`src/rtl/i2s_pkg.sv`:
```
// Shared constants, stereo word type and helpers for the I2S
// transmit scheduler.
package i2s_pkg;

    localparam int I2S_SLOT_BITS  = 32;
    localparam int I2S_FRAME_BITS = 64;
    localparam int I2S_SAMPLE_W   = 24;
    localparam int I2S_STEREO_W   = 2 * I2S_SAMPLE_W;
    localparam int I2S_BIT_CNT_W  = $clog2(I2S_FRAME_BITS);
    localparam int I2S_LR_BIT     = $clog2(I2S_SLOT_BITS);

    // {left[23:0], right[23:0]}
    typedef logic [I2S_STEREO_W-1:0] i2s_stereo_t;

    function automatic logic [15:0] sat_inc16(input logic [15:0] v);
        return (v == 16'hFFFF) ? v : v + 16'd1;
    endfunction

endpackage

```
`src/rtl/i2s_bclk_gen.sv`:
```
// BCLK divider, edge strobes, bit counter and word clock.
// o_frame marks the CBfall cycle in which bit_cnt wraps to 0.
module i2s_bclk_gen
    import i2s_pkg::*;
#(
    parameter int BCLK_DIV = 2
) (
    input  logic clk,
    input  logic rst,
    input  logic i_run,
    output logic o_cbrise,
    output logic o_cbfall,
    output logic o_lrclk,
    output logic o_frame
);

    localparam logic [7:0] DIV_LAST = 8'(BCLK_DIV - 1);

    logic [7:0]               r_div_cnt;
    logic                     r_bclk_ph;
    logic                     r_cbrise;
    logic                     r_cbfall;
    logic [I2S_BIT_CNT_W-1:0] r_bit_cnt;
    logic                     w_tc;

    assign w_tc = (r_div_cnt == DIV_LAST);

    // Divider, phase toggle, registered strobes and bit count;
    // run low parks everything at zero.
    always_ff @(posedge clk) begin
        if (rst || !i_run) begin
            r_div_cnt <= '0;
            r_bclk_ph <= 1'b0;
            r_cbrise  <= 1'b0;
            r_cbfall  <= 1'b0;
            r_bit_cnt <= '0;
        end else begin
            r_div_cnt <= w_tc ? 8'd0 : r_div_cnt + 8'd1;
            r_cbrise  <= w_tc & ~r_bclk_ph;
            r_cbfall  <= w_tc & r_bclk_ph;
            if (w_tc) begin
                r_bclk_ph <= ~r_bclk_ph;
            end
            if (w_tc && r_bclk_ph) begin
                r_bit_cnt <= r_bit_cnt + 1'b1;
            end
        end
    end

    assign o_cbrise = r_cbrise;
    assign o_cbfall = r_cbfall;
    assign o_lrclk  = r_bit_cnt[I2S_LR_BIT];
    // Gate with run so a drop in the frame cycle raises no ready.
    assign o_frame  = r_cbfall & (r_bit_cnt == '0) & i_run;

endmodule

```
`src/rtl/i2s_tx_sched.sv`:
```
// I2S transmit scheduler: BCLK timing plus per-frame sample arbitration.
// Build option I2S_SCHED_HOLD_EN: repeat last sample on underrun.
module i2s_tx_sched
    import i2s_pkg::*;
#(
    parameter int BCLK_DIV = 2
) (
    input  logic        clk,
    input  logic        rst,
    input  logic        run,
    input  logic [47:0] a_data,
    input  logic        a_valid,
    output logic        a_ready,
    input  logic [47:0] b_data,
    input  logic        b_valid,
    output logic        b_ready,
    output logic        CBrise,
    output logic        CBfall,
    output logic        lrclk,
    output logic [47:0] sample,
    output logic [15:0] underrun_cnt
);

    logic        w_frame;
    logic        w_underrun;
    i2s_stereo_t r_sample;
    logic [15:0] r_underrun_cnt;

    i2s_bclk_gen #(
        .BCLK_DIV (BCLK_DIV)
    ) u_bclk (
        .clk      (clk),
        .rst      (rst),
        .i_run    (run),
        .o_cbrise (CBrise),
        .o_cbfall (CBfall),
        .o_lrclk  (lrclk),
        .o_frame  (w_frame)
    );

    // Sidetone has priority; audio waits while sidetone is valid.
    assign b_ready    = w_frame & b_valid;
    assign a_ready    = w_frame & a_valid & ~b_valid;
    assign w_underrun = w_frame & ~a_valid & ~b_valid;

    // Sample register only moves at F+1, so it is stable all frame.
    always_ff @(posedge clk) begin
        if (rst) begin
            r_sample <= '0;
        end else if (w_frame) begin
            if (b_valid) begin
                r_sample <= b_data;
            end else if (a_valid) begin
                r_sample <= a_data;
            end else begin
`ifdef I2S_SCHED_HOLD_EN
                r_sample <= r_sample;
`else
                r_sample <= '0;
`endif
            end
        end
    end

    // Saturating count of frames where nobody had data.
    always_ff @(posedge clk) begin
        if (rst) begin
            r_underrun_cnt <= '0;
        end else if (w_underrun) begin
            r_underrun_cnt <= sat_inc16(r_underrun_cnt);
        end
    end

    assign sample       = r_sample;
    assign underrun_cnt = r_underrun_cnt;

endmodule
```
`config.mk`:
```
export PLATFORM = sky130hd
export DESIGN_NAME = i2s_tx_sched
export DESIGN_NICKNAME = d
export VERILOG_FILES = /design/src/rtl/i2s_pkg.sv /design/src/rtl/i2s_bclk_gen.sv /design/src/rtl/i2s_tx_sched.sv
export SDC_FILE = /design/constraint.sdc
export NUM_CORES = 1
export LEC_CHECK = 0
export BUFFER_PORTS_ARGS = -buffer_cell sky130_fd_sc_hd__buf_4
export CAP_MARGIN = 10
export CORE_ASPECT_RATIO = 0.75
export CORE_UTILIZATION = 50
export CTS_CLUSTER_SIZE = 12
export DETAILED_ROUTE_END_ITERATION = 16
export HOLD_SLACK_MARGIN = 0.06
export PLACE_DENSITY = 0.95
export SLEW_MARGIN = 25
export SYNTH_ARGS = -nofsm -noshare
export SYNTH_HDL_FRONTEND = slang
export SYNTH_SLANG_ARGS = --single-unit
```
`constraint.sdc`:
```
create_clock -name clk -period 5.64 [get_ports clk]
set_clock_uncertainty 0.2 [all_clocks]
set_input_delay 0.282 -clock clk [delete_from_list [all_inputs] [get_ports clk]]
set_output_delay 0.282 -clock clk [all_outputs]
set_load 0.05 [all_outputs]
```
# Word level (Yosys, flattened, before mapping)
# Index checks and enable logic that the tools add are counted.
# Widths: inputs -> output; s select.
# classes
n_bitwise	13
reduce_logical	6
addsub	3
eq_ne	2
n_mux	2
# ops
op	n
$mux 48	2
$add 16x1->16 const B	1
$eq 16x16->1 const B	1
$and 1x1->1	9
$add 8x1->8 const B	1
$eq 8x1->1 const B	1
$add 6x1->6 const B	1
$logic_not 6->1	1
$not 1->1	4
$reduce_and 2->1	1
$reduce_or 2->1	1
$logic_and 1x1->1	1
$logic_not 1->1	1
$logic_or 1x1->1	1
# word_totals
inputBits	101
elab_cells	33
register_bits	81
output_inout_bits	69

# Depth between registers and ports, before layout
# depth
depth_word	6
depth_mapped	8
ltp_nobuf	7

# Cells and area by module
# A second synthesis with hierarchy kept.
# hier_totals
cells_unflattened	416
hier_area_um2	3663.5
# by_module_without_submodules
mod	cells_per_inst	n_inst	area_per_inst_um2	seq_area_each_um2
i2s_tx_sched	327	1	2875.3	1281.2
i2s_bclk_gen	89	1	788.3	340.3

# Worst setup path before layout
# No wires, ideal clock.
# synth_path
kind	reg-to-reg
start	register r_underrun_cnt[0] (netlist: underrun_cnt[0])
end	register r_underrun_cnt[3] (netlist: underrun_cnt[3])
stages_incl_launch_ff	7
arrival_time_ns	2.095
required_time_ns	5.317
path_slack_ns	3.222
setup_ns	0.123
period_less_slack_ns	2.418
path_buffers	0
path_cell_list	dfxtp_1 -> ha_1 -> nand3_1 -> nor4_4 -> a21oi_2 -> nand4_1 -> mux2_1
# synth_via
elab_chain_cells	3
elab_cells_between_ends	4
cone_classes	add/sub: 1; eq/ne: 1; bitwise: 1; reduce/logical: 1
# synth_lines
element	line	text
from (decl)	i2s_tx_sched.sv:27	logic [15:0] r_underrun_cnt;
from (signal assigned)	i2s_tx_sched.sv:70	r_underrun_cnt <= sat_inc16(r_underrun_cnt);
branches (longest 3 deep; another with $add 16x1->16)	n/a	
# Parallel ways; which one is timed is not known.
# A chain may end at the register's enable or synchronous reset.

# Final worst setup path
# layout_path
start	register u_bclk.r_bit_cnt[0]
end	register r_underrun_cnt[3] (netlist: underrun_cnt[3])
# layout_via
elab_chain_cells	6
# layout_lines
element	line	text
from (decl)	i2s_bclk_gen.sv:23	logic [I2S_BIT_CNT_W-1:0] r_bit_cnt;
from (signal assigned)	i2s_bclk_gen.sv:45	r_bit_cnt <= r_bit_cnt + 1'b1;
$logic_not 6->1	i2s_bclk_gen.sv:54	assign o_frame = r_cbfall & (r_bit_cnt == '0) & i_run;
$and 1x1->1 (2 in a row)	i2s_bclk_gen.sv:54	
$and 1x1->1 (2 in a row)	i2s_tx_sched.sv:44	assign w_underrun = w_frame & ~a_valid & ~b_valid;
$reduce_and 2->1 (no line)	n/a	
# No other way between the ends.

==> flow_summary.toml <==
[layout]
layout_commonest_cell = "buf_4"
synthToLayoutAreaGrowth_pct = 42.3
fill_cells = 521
drive_above_1_share_pct = 36.3
diodes = 0
final_nets = 654
layout_common_cells = "170 x buf_4, 81 x dfxtp_1, 80 x nor2_1"

[floorplanning]
fp.dieH_um = 75.5
coreArea_um2 = 6900
ios = 170
die_w_um = 100
start_util_pct = 52.2
rows = 26
die_area_um2 = 7550

[synth]
synthArstFlopShare_pct = 0
synth-edff-count = 0
ys_seq_elements = 81
syn_area_um2 = 3600
avgSynthCellArea_um2 = 9.03
syn-num-nets = 505
seq_area_frac_synth_pct = 45.0
synthFlopType = "dfxtp_1"
synth_cell_types = 42
yosys_warnings = 0
synth_cells = 399

[setup_path]
cp_max_fo = 13
reg2reg_depth = 7
required_ns = 5.67
crit_type = "reg -> reg"
arrival_ns = 2.49
cp-end-kind = "flop"
start_kind = "flop"

[timing]
hold_viol = 0
hold-worst-slack_ns = 0.0834
rsz0062_at_grt = "no"
fin_crit_sh_pct = 43.6
final.min_clock_period_ns = 2.46
tns_ns = 0
setup_viol = 0
timing.slew.headroom_pct = 41.8
slew_violations = 0
fmax_mhz = 407
worst_pin_slew_ns = 0.873

[power_and_ir_drop]
p_int_uw = 898
power_switching_uw = 258
p_leak_uw = 0.00208
powerDensity_nw_per_um2 = 225
ir_drop_mv = 0.213
pwr-share-clk_pct = 40.9
combPwrFrac_pct = 9.4
sequentialPowerShare_pct = 49.7
p_sw_share_pct = 22.3

[clock_network]
numCtsBuffers = 9
cts_max_path_buffers = 2
cts_setup_buffers = 0
cts_sinks = 81
cts-resized-gates = 0
ctsHoldBuffers = 0
clkLatencyLatePin_ns = 0.35
h-tree-depth = 3
root_buffer = "clkbuf_8"
cts_tree = "done"
clk_pin_slew_worst_paths_ns = 0.08

[grt]
grt_max_degree = 97
overflow = 0
grtUsageTotal_pct = 25.0
grt_pass1_vias = 3206
grt_pass1_wl_um = 14700
antenna_found_initial = 0

[detailed_routing]
wl_um = 9700
route.detailed.drc = 0
vias_per_cell = 5.55
wire_per_inst_um = 14.9
vias = 3612
first_pass_iters = 4
first_iter_violations = 101
ant_nets = 0

[placement]
io_buffers = 169
dp_hpwl_um = 6770
gp_congestion = 0.821

[flow_run]
maxCapViolCount = 0

[outcome]
status = "completed"

[worst_hold_path]
hold_class = "in -> reg"
whs_path_depth = 3
flip-flops by register name, summed over array words and instances (netlist names):
| signal | flops |
|---|---|
| u_bclk.r_bclk_ph | 1 |
| u_bclk.r_bit_cnt | 6 |
| u_bclk.r_div_cnt | 8 |
| underrun_cnt | 16 |
| u_bclk.o_cbfall | 1 |
| u_bclk.o_cbrise | 1 |
| sample | 48 |
worst paths after layout:
path                                    endpoint  slack, ns                start
worst max-delay path             underrun_cnt[3]       3.18  u_bclk.r_bit_cnt[0]
worst max register to register   underrun_cnt[3]       3.18  u_bclk.r_bit_cnt[0]
worst min-delay path                  sample[46]       0.08           b_data[46]
worst min register to register  u_bclk.r_bclk_ph       0.29     u_bclk.r_bclk_ph
Yosys cell counts, types with 2 or more instances:
library cell   n  area share (%)
buf_2          7            0.97
nand3_1       14             1.9
mux2i_1        3            0.83
nor2_1        80             8.3
clkbuf_1      23             2.4
dfxtp_1       81              45
nand2_1        6            0.62
and3_1         8             1.4
nor3_1         3            0.42
buf_1          2            0.21
a211oi_1      57              12
a21oi_1        3            0.42
xor2_1         9             2.2
xnor2_1       12             2.9
nand4_1        6             1.0
a22oi_1       47             9.8
or3_1          2            0.35
nor2b_1        2            0.35
a21oi_2        2            0.49
inv_1          5            0.52
nand2b_1       2            0.35
ha_1           5             1.7
worst max-delay path, stage by stage, from the launching register on:
cell,delay (ns)
dfxtp_1,0.36
inv_1,0.08
ha_1,0.14
and4b_1,0.24
nand3_1,0.43
a21oi_2,0.44
nand4_1,0.14
mux2_1,0.32
layout make-up:
| type | count | area (µm²) | area share, % |
|---|---|---|---|
| clock buffer | 10 | 138 | 2.68 |
| tap | 98 | 123 | 2.39 |
| multi-input combinational | 280 | 1830 | 35.7 |
| inverter | 5 | 18.8 | 0.366 |
| timing repair buffer | 171 | 1300 | 25.4 |
| sequential | 81 | 1620 | 31.6 |
| clock inverter | 6 | 91.3 | 1.78 |
metal layers:
metal | GRT usage (%) | part of all wire, % | wire [µm]
met1 | 29.7 | 41 | 4000
met2 | 44.2 | 52 | 5030
met3 | 6.51 | 5.2 | 503
met4 | 9.82 | 1.7 | 161
met5 | 0 | 0 | 0
power by group through the flow:
stage / Clock (µW) / Combinational, µW / Sequential (µW)
6_report: 473 / 109 / 575
5_1_grt: 512 / 117 / 575
4_1_cts: 482 / 106 / 575
3_5_place_dp: 0 / 106 / 588
3_3_place_gp: 0 / 103 / 588
2_1_floorplan: 0 / 40.3 / 591
metrics by stage:
stage | worst slack (ns) | power [µW] | util (%) | instances | instance area, µm²
2_1_floorplan | 3.22 | 631 | - | 399 | 3600
4_1_cts | 3.19 | 1160 | 73.9 | 650 | 5100
5_1_grt | 3.01 | 1200 | 74.3 | 651 | 5130
3_3_place_gp | 3.30 | 691 | 70.6 | 634 | 4870
6_report | 3.18 | 1160 | 74.3 | 651 | 5130
3_5_place_dp | 3.22 | 694 | 70.6 | 634 | 4870
kinds of logic (layout without fill, tap and decap cells):
logic type / after synthesis / count (layout) / synth area share, %
AND/OR/NAND/NOR: 138 / 138 / 19.4
AO/OA/AOI/OAI: 112 / 112 / 23.2
flip-flops: 81 / 81 / 45.0
buffers and inverters: 38 / 192 / 4.41
XOR/XNOR: 21 / 21 / 5.10
adder cells (fa/ha/maj): 5 / 5 / 1.74
multiplexers: 4 / 4 / 1.15
No activity file was read; power rests on OpenSTA's default activity.
